<file path="config.mk">
export PLATFORM = sky130hd
export DESIGN_NAME = cnn_image_streamer
export DESIGN_NICKNAME = d
export VERILOG_FILES = /design/src/rtl/cnn_image_streamer.sv
export SDC_FILE = /design/constraint.sdc
export NUM_CORES = 1
export LEC_CHECK = 0
export BUFFER_PORTS_ARGS = -buffer_cell sky130_fd_sc_hd__buf_4
export CAP_MARGIN = 10
export CORE_ASPECT_RATIO = 1.2
export CORE_MARGIN = 4
export CORE_UTILIZATION = 40
export CTS_BUF_LIST = sky130_fd_sc_hd__clkbuf_4 sky130_fd_sc_hd__clkbuf_8
export DETAILED_ROUTE_END_ITERATION = 12
export PLACE_DENSITY_LB_ADDON = 0.3
export REMOVE_ABC_BUFFERS = 1
export SLEW_MARGIN = 20
export SYNTH_ARGS = -nofsm -noshare
export SYNTH_HDL_FRONTEND = slang
export SYNTH_SLANG_ARGS = --single-unit
</file>
<file path="constraint.sdc">
create_clock -name clk -period 2.4 [get_ports clk]
set_clock_uncertainty 0.2 [all_clocks]
set_input_delay 0.6 -clock clk [delete_from_list [all_inputs] [get_ports clk]]
set_output_delay 0.6 -clock clk [all_outputs]
set_load 0.005 [all_outputs]
</file>
<file path="src/rtl/cnn_image_streamer.sv">
// ---------------------------------------------------------------------------
// cnn_image_streamer
//
// Host-side transmitter for the CNN core's byte-stream input. On start it
// walks a synchronous pixel ROM, emitting each byte as a one-cycle tx_valid
// pulse. In training mode it then sends the latched label byte. Afterwards it
// waits for the CNN's ready strobe to capture the classification byte, or
// gives up after TIMEOUT cycles and raises a sticky timeout flag.
//
// Parameters:
//   IMAGE_PIXELS  pixel bytes per image (>= 1)
//   ADDR_W        ROM address width, 2**ADDR_W >= IMAGE_PIXELS
//   GAP_CYCLES    idle cycles inserted after every tx_valid pulse
//   TIMEOUT       max cycles spent waiting for the result (>= 1)
//
// Ports:
//   clk, rst          clock, asynchronous active-high reset
//   start             begin a transfer (accepted only when idle)
//   abort             cancel the transfer in progress
//   mode_train        latched at start, 1 = append label byte
//   label_in          label byte, latched at start
//   rom_en/rom_addr   ROM read strobe and address
//   rom_data          ROM data, valid the cycle after rom_en
//   tx_data/tx_valid  byte and strobe towards the CNN input
//   rx_data/rx_ready  classification byte and strobe from the CNN
//   result            last captured classification byte
//   busy              high whenever a transfer is in progress
//   done              one-cycle pulse at end of transfer
//   timeout_err       sticky timeout flag, cleared by the next start
// ---------------------------------------------------------------------------
module cnn_image_streamer #(
    parameter int IMAGE_PIXELS = 784,
    parameter int ADDR_W       = 10,
    parameter int GAP_CYCLES   = 0,
    parameter int TIMEOUT      = 4096
) (
    input  logic              clk,
    input  logic              rst,
    input  logic              start,
    input  logic              abort,
    input  logic              mode_train,
    input  logic [7:0]        label_in,
    output logic              rom_en,
    output logic [ADDR_W-1:0] rom_addr,
    input  logic [7:0]        rom_data,
    output logic [7:0]        tx_data,
    output logic              tx_valid,
    input  logic [7:0]        rx_data,
    input  logic              rx_ready,
    output logic [7:0]        result,
    output logic              busy,
    output logic              done,
    output logic              timeout_err
);

    localparam int GAP_W = (GAP_CYCLES > 1) ? $clog2(GAP_CYCLES) : 1;
    localparam int TMO_W = (TIMEOUT > 1) ? $clog2(TIMEOUT) : 1;
    localparam logic [GAP_W-1:0]  GAP_LAST = GAP_W'((GAP_CYCLES > 0) ? GAP_CYCLES - 1 : 0);
    localparam logic [TMO_W-1:0]  TMO_LAST = TMO_W'(TIMEOUT - 1);
    localparam logic [ADDR_W-1:0] LAST_IDX = ADDR_W'(IMAGE_PIXELS - 1);

    typedef enum logic [2:0] {
        S_IDLE,
        S_FETCH,
        S_LOAD,
        S_SEND,
        S_GAP,
        S_LABEL,
        S_WAIT_RES
    } state_t;

    state_t            state_q, state_d;
    logic [ADDR_W-1:0] idx_q, idx_d;
    logic [GAP_W-1:0]  gap_cnt_q, gap_cnt_d;
    logic [TMO_W-1:0]  tmo_cnt_q, tmo_cnt_d;
    logic              mode_q, mode_d;
    logic [7:0]        label_q, label_d;
    logic              label_sent_q, label_sent_d;
    logic [7:0]        tx_data_q, tx_data_d;
    logic              tx_valid_q, tx_valid_d;
    logic [7:0]        result_q, result_d;
    logic              busy_q, busy_d;
    logic              done_q, done_d;
    logic              timeout_err_q, timeout_err_d;
    logic              advance;

    // Next-state and datapath logic. "advance" marks the end of a byte slot
    // (SEND, or the last GAP cycle) where we pick the next pixel, the label,
    // or move on to waiting for the result.
    always_comb begin
        state_d       = state_q;
        idx_d         = idx_q;
        gap_cnt_d     = gap_cnt_q;
        tmo_cnt_d     = tmo_cnt_q;
        mode_d        = mode_q;
        label_d       = label_q;
        label_sent_d  = label_sent_q;
        tx_data_d     = tx_data_q;
        result_d      = result_q;
        timeout_err_d = timeout_err_q;
        done_d        = 1'b0;
        advance       = 1'b0;

        case (state_q)
            S_IDLE: begin
                // busy_q is still high during the done pulse; a start there
                // belongs to the finishing frame and is ignored
                if (start && !busy_q) begin
                    state_d       = S_FETCH;
                    mode_d        = mode_train;
                    label_d       = label_in;
                    idx_d         = '0;
                    label_sent_d  = 1'b0;
                    timeout_err_d = 1'b0;
                end
            end
            S_FETCH: begin
                state_d = S_LOAD;
            end
            S_LOAD: begin
                // the label reuses LOAD so its slot has the same length as a pixel
                tx_data_d = label_sent_q ? label_q : rom_data;
                state_d   = S_SEND;
            end
            S_SEND: begin
                if (GAP_CYCLES > 0) begin
                    state_d   = S_GAP;
                    gap_cnt_d = '0;
                end else begin
                    advance = 1'b1;
                end
            end
            S_GAP: begin
                if (gap_cnt_q == GAP_LAST) begin
                    advance = 1'b1;
                end else begin
                    gap_cnt_d = gap_cnt_q + GAP_W'(1);
                end
            end
            S_LABEL: begin
                state_d = S_LOAD;
            end
            S_WAIT_RES: begin
                // ready wins over a simultaneous timeout expiry
                if (rx_ready) begin
                    result_d = rx_data;
                    done_d   = 1'b1;
                    state_d  = S_IDLE;
                end else if (tmo_cnt_q == TMO_LAST) begin
                    timeout_err_d = 1'b1;
                    done_d        = 1'b1;
                    state_d       = S_IDLE;
                end else begin
                    tmo_cnt_d = tmo_cnt_q + TMO_W'(1);
                end
            end
            default: begin
                state_d = S_IDLE;
            end
        endcase

        if (advance) begin
            if (idx_q < LAST_IDX) begin
                idx_d   = idx_q + ADDR_W'(1);
                state_d = S_FETCH;
            end else if (mode_q && !label_sent_q) begin
                label_sent_d = 1'b1;
                state_d      = S_LABEL;
            end else begin
                tmo_cnt_d = '0;
                state_d   = S_WAIT_RES;
            end
        end

        // abort overrides everything, including a pending SEND or result capture
        if (abort && (state_q != S_IDLE)) begin
            state_d       = S_IDLE;
            result_d      = result_q;
            timeout_err_d = timeout_err_q;
            done_d        = 1'b0;
        end

        tx_valid_d = (state_d == S_SEND);
        busy_d     = (state_d != S_IDLE) || done_d;
    end

    always_ff @(posedge clk or posedge rst) begin
        if (rst) begin
            state_q       <= S_IDLE;
            idx_q         <= '0;
            gap_cnt_q     <= '0;
            tmo_cnt_q     <= '0;
            mode_q        <= 1'b0;
            label_q       <= '0;
            label_sent_q  <= 1'b0;
            tx_data_q     <= '0;
            tx_valid_q    <= 1'b0;
            result_q      <= '0;
            busy_q        <= 1'b0;
            done_q        <= 1'b0;
            timeout_err_q <= 1'b0;
        end else begin
            state_q       <= state_d;
            idx_q         <= idx_d;
            gap_cnt_q     <= gap_cnt_d;
            tmo_cnt_q     <= tmo_cnt_d;
            mode_q        <= mode_d;
            label_q       <= label_d;
            label_sent_q  <= label_sent_d;
            tx_data_q     <= tx_data_d;
            tx_valid_q    <= tx_valid_d;
            result_q      <= result_d;
            busy_q        <= busy_d;
            done_q        <= done_d;
            timeout_err_q <= timeout_err_d;
        end
    end

    assign rom_en      = (state_q == S_FETCH);
    assign rom_addr    = idx_q;
    assign tx_data     = tx_data_q;
    assign tx_valid    = tx_valid_q;
    assign result      = result_q;
    assign busy        = busy_q;
    assign done        = done_q;
    assign timeout_err = timeout_err_q;

endmodule

</file>
==> flow_metrics.tcl, run 1 <==
set metrics [dict create \
    status "complete, no violations" \
    antenna_found_initial 0 \
    dieArea_um2 7930 \
    seqPwrFrac 0.487 \
    fin_cells 406 \
    crit_slowest_cell "or4_4" \
    fin_util 0.517 \
    drive_above_1_share 0.312 \
    vdd_drop_max_v 0.000434 \
    clk_pin_slew_ps 100 \
    async_reset_ff_frac 1.00 \
    synthCells 253 \
    slew_violations 0 \
    synth_edf_count 0 \
    first_global_vias 2034 \
    critPathBufInv 1 \
    htree_levels 2 \
    critPathLaunchType "flip-flop" \
    hpwl_um 4120 \
    firstDrtPassIters 4 \
    io_pins 61 \
    vias 2071 \
    route.detailed.drc 0 \
    root_buffer "clkbuf_8" \
    cts.sinks 55 \
    intPower_uw 1710 \
    met3_length_um 269 \
    place_inst 397 \
    nets 352 \
    viasPerCell 5.10 \
    wl_per_cell_um 13.7 \
    clk_path_buf_depth 2 \
    hold_ws_ps 282 \
    ys_ff_latch 55 \
    top_layer_used "met4" \
    portBuffers 60 \
    crit_path_max_fanout 14 \
    crit_arrival_ps 2180 \
    crit_chain "or4_4, o211ai_2, nor3_1, buf_4, nor3_2, o2111ai_1" \
    overflow 0 \
    synth.distinct_cells 51 \
    power_density_nw_per_um2 760 \
    routed-wl-met2_um 2790 \
    routabilityCongestion 0.779 \
    grt_pass1_wl_um 9340 \
    tightest_slew_ps 400 \
    switching_share 0.322 \
    initial_core_util 0.410 \
    fp.dieH_um 96.7 \
    cts_tree "yes" \
    path_delay_family "simple AND/OR/NAND/NOR gates" \
    relSlewSlack 0.733 \
    dieWidth_um 82.0 \
    setup_violations 0 \
    hold_violations 0 \
    ys_warn_count 0 \
    syn_area_um2 2630 \
    cts-buffers-inserted 5 \
    min_period_over_period 0.919 \
    ant_nets 0 \
    endpoint_kind "flip-flop" \
    num_rows 32 \
    leakage_uw 0.00163 \
    layout_commonest_cell "buf_4" \
    grt_start_max_net_pins 48 \
    maxCapViolCount 0 \
    area_growth_pct 26.2 \
    cp_data_required_time_ps 2370 \
    p_switching_uw 812 \
    clkPwrFrac 0.215 \
    max_stage_delay_ps 570 \
    yosysSeqAreaShare 0.524 \
    routed_wl_um 5550 \
    diodes 0 \
    core_um2 6410 \
    rsz0062_at_grt "no" \
    hp-class "input port to flip-flop" \
    ys.flop_type "dfrtp_1" \
    avgSynthCellArea_um2 10.4 \
    timing.final.crit_period_ps 2210 \
    layout_common_cells "buf_4, dfrtp_1, nand2_1" \
    drt_iter0_drc 117 \
    combPwrFrac 0.298 \
    fillers 603 \
    worstSkewPairLatency_ps 300 \
    max_freq_mhz 453 \
    drt-met1-wl_um 2380 \
    grt_util_all_layers 0.147 \
    critPathKind "flip-flop to flip-flop" \
]
[final timing paths]
path                       slack (ps)  cells past startpoint   startpoint          to
min                               280                      3  label_in[7]  label_q[7]
max                               190                      6  rom_addr[6]        busy
max in group asynchronous         930                      4          rst  tx_data[3]
min reg2reg                       290                      2       mode_q      mode_q
max reg2reg                       190                      6  rom_addr[6]        busy
min in group asynchronous         560                      3          rst   result[5]
[power groups by stage]
stage | clock network [uW] | logic [uW] | registers (uW)
global route | 598 | 852 | 1250
CTS | 566 | 767 | 1230
detailed placement | 0 | 763 | 1250
global placement | 0 | 744 | 1240
finish | 541 | 750 | 1230
floorplan | 0 | 424 | 1230
[final cells by class]
type	count	area, um2	share of cell area
clock buffer	6	82.6	0.0249
clock inverter	2	16.3	0.00491
inverter	6	22.5	0.00680
multi-input combinational	184	1180	0.357
sequential	55	1380	0.415
tap	85	106	0.0321
timing repair buffer	68	526	0.159
[through the flow]
step / instance area (um2) / TNS [ps] / setup WS (ps) / total power [uW]
after floorplan: 2580 / -171 / -114 / 1650
after global placement: 3200 / 0 / 198 / 1990
after detailed placement: 3200 / 0 / 200 / 2010
after CTS: 3310 / 0 / 183 / 2560
after global routing: 3310 / 0 / 32.1 / 2700
final: 3310 / 0 / 194 / 2520
[worst register-to-register path: cells and delay by family (launching register included)]
family | cells | cell delay [ps]
flip-flops | 1 | 440
AO/OA/AOI/OAI | 2 | 310
AND/OR/NAND/NOR | 3 | 920
buffers and inverters | 1 | 200
[synthesized netlist by cell type (all sizes together), types with 3 or more instances]
master | count | share of area
nand3 | 8 | 0.015
clkbuf | 4 | 0.0057
dfrtp | 55 | 0.52
mux2i | 9 | 0.034
nand2 | 38 | 0.055
o21ai | 7 | 0.019
nor2 | 27 | 0.040
inv | 6 | 0.0086
nor3b | 4 | 0.013
nand2b | 3 | 0.0072
nor2b | 5 | 0.012
nor3 | 10 | 0.025
and3 | 6 | 0.014
xor2 | 5 | 0.017
a21oi | 13 | 0.025
and4 | 3 | 0.010
nand4 | 6 | 0.014
buf | 4 | 0.012
mux2 | 8 | 0.034
xnor2 | 3 | 0.010
[flip-flops by register name, summed over array words and instances, names as in the netlist]
signal	cells
mode_q	1
state_q	3
timeout_err	1
result	8
label_sent_q	1
tx_valid	1
done	1
tx_data	8
busy	1
rom_addr	10
tmo_cnt_q	12
label_q	8
[timing repair]
action / 4_1_cts / 5_1_grt
gates resized for setup: 0 / 0
hold buffers: 1 / 0
setup buffers: 0 / 0
endpoints found under the hold margin: 8 / 0
[layer usage]
metal | track usage | up-vias
met5 | 0 | -
met3 | 0.0307 | 10
li1 | - | 1028
met4 | 0.0550 | 0
met1 | 0.185 | 989
met2 | 0.244 | 44
[kinds of logic (layout without fill, tap and decap cells)]
kind of cell	Yosys count	count (layout)	share of synthesized area
flops	55	55	0.524
xor+xnor	8	8	0.0267
compound gates	40	40	0.115
simple gates	117	117	0.229
mux	17	17	0.0686
buf+inv	14	82	0.0267
fa+ha+maj	2	2	0.00953
Power figures use the tool's default switching activity.
==> inputs of run 2 (changes only) <==
- CORE_MARGIN: 4 -> 10
==> run 2 against run 1 <==
Effect of this change:
- clock power up 16%
- wire length grew 6.0%
- power rose by 3.5%
- sequential share of layout area shrank 0.11 points
- fmax is 0.81% higher
- setup slack gained 18 ps
- cell count fell by 0.25%
- clock-buffer cell count unchanged
- largest cell class unchanged
- highest routed layer unchanged
==> flow_metrics.tcl, run 2 (synthesis gave the netlist of run 1 again) <==
set metrics [dict create \
    diodes 0 \
    crit_arrival_ps 2160 \
    clk_pin_slew_ps 100 \
    portBuffers 60 \
    timing.final.crit_period_ps 2190 \
    vias 2065 \
    largest_reg_flops 12 \
    firstDrtPassIters 4 \
    overflow 0 \
    cts.sinks 55 \
    cp-startpoint "rom_addr[0]" \
    grt_use_met3 0.0433 \
    area_growth_pct 26.5 \
    num_rows 32 \
    ant_nets 0 \
    critPathKind "flip-flop to flip-flop" \
    met2_usage 0.190 \
    r2r-end "busy" \
    nets 351 \
    hp-class "input port to async pin" \
    rrSetupSlack_ps 210 \
    reg2reg_from "rom_addr[0]" \
    routed_wl_um 5880 \
    viasPerCell 5.10 \
    setup_violations 0 \
    io_pins 61 \
    hold_violations 0 \
    drive_above_1_share 0.313 \
    largest_register "tmo_cnt_q" \
    post_cts_buffers 0 \
    root_buffer "clkbuf_8" \
    fillers 603 \
    fin_util 0.519 \
    routabilityCongestion 0.756 \
    dieWidth_um 94.0 \
    min_period_over_period 0.912 \
    critPathLaunchType "flip-flop" \
    grt_pass1_wl_um 9830 \
    hpwl_um 4460 \
    antenna_found_initial 0 \
    grt_util_all_layers 0.118 \
    grt-busiest-layer "met2" \
    clk_path_buf_depth 2 \
    maxCapViolCount 0 \
    tightest_slew_ps 468 \
    worstSkewPairLatency_ps 300 \
    relSlewSlack 0.688 \
    first_global_vias 2068 \
    fp.dieH_um 109 \
    vdd_drop_max_v 0.000340 \
    cts.hold.buffers_added 0 \
    crit_path_max_fanout 6 \
    slew_violations 0 \
    grt_start_max_net_pins 36 \
    cts_tree "yes" \
    wl_per_cell_um 14.5 \
    initial_core_util 0.410 \
    status "complete, no violations" \
    reg2regPathDepth 6 \
    endpoint_kind "flip-flop" \
    post_cts_resized 0 \
    dieArea_um2 10200 \
    max_freq_mhz 457 \
    rsz0062_at_grt "no" \
    layout_commonest_cell "buf_4" \
    htree_levels 2 \
    cts-buffers-inserted 5 \
    cp_data_required_time_ps 2370 \
    power_density_nw_per_um2 784 \
    drt_iter0_drc 120 \
    layout_common_cells "buf_4, dfrtp_1, nand2_1" \
    met1_usage 0.138 \
    core_um2 6410 \
    place_inst 397 \
    hold_ws_ps 106 \
    route.detailed.drc 0 \
    leakage_uw 0.00163 \
    fin_cells 405 \
]
[run 2: changes by cell type in the layout (fill, tap and decap cells not counted), sizes merged]
| cell | delta |
|---|---|
| dlygate4sd3 | -1 |
| clkinvlp | -1 |
| bufinv | +1 |
[run 2: power breakdown]
part	internal, uW	switching (uW)	total, uW	leakage [uW]
clock	338	289	627	0.0000612
combinational	364	383	747	0.000850
sequential	1110	126	1230	0.000723
[run 2: metrics by stage]
step	setup slack [ps]	power, uW	cell area (um2)	TNS [ps]
after CTS	242	2650	3320	0
after global routing	83.8	2790	3320	0
after detailed placement	150	2010	3200	0
after floorplan	-114	1650	2580	-171
after global placement	173	1990	3200	0
final	211	2610	3320	0
[run 2: final cells by class]
type	count	area (um2)	area share
clock buffers	6	82.6	0.0249
clock inverters	2	35.0	0.0105
inverters	6	22.5	0.00678
multi-input cells	184	1180	0.356
flip-flops and latches	55	1380	0.414
well taps	85	106	0.0320
repair buffers	67	515	0.155
[run 2: worst max-delay path, cell delays in order, from the launching register on]
cell and delay, ps:
dfrtp_1 440, ha_1 250, and3_1 280, o211ai_2 130, nor3_1 400, nand2b_1 230
o2111ai_1 120
[run 2: worst max path at each step]
| stage | to | slack (ps) | depth (start not counted) |
|---|---|---|---|
| after floorplan | busy | -110 | 6 |
| after global placement | tmo_cnt_q[6] | 170 | 6 |
| after detailed placement | tmo_cnt_q[3] | 150 | 6 |
| after CTS | busy | 240 | 6 |
| after global routing | busy | 80 | 6 |
| final | busy | 210 | 6 |
[run 2: routing by layer]
layer	part of all wire	vias up
met5	0	-
met4	0.014	0
met3	0.076	5
met2	0.48	52
met1	0.43	981
li1	-	1027
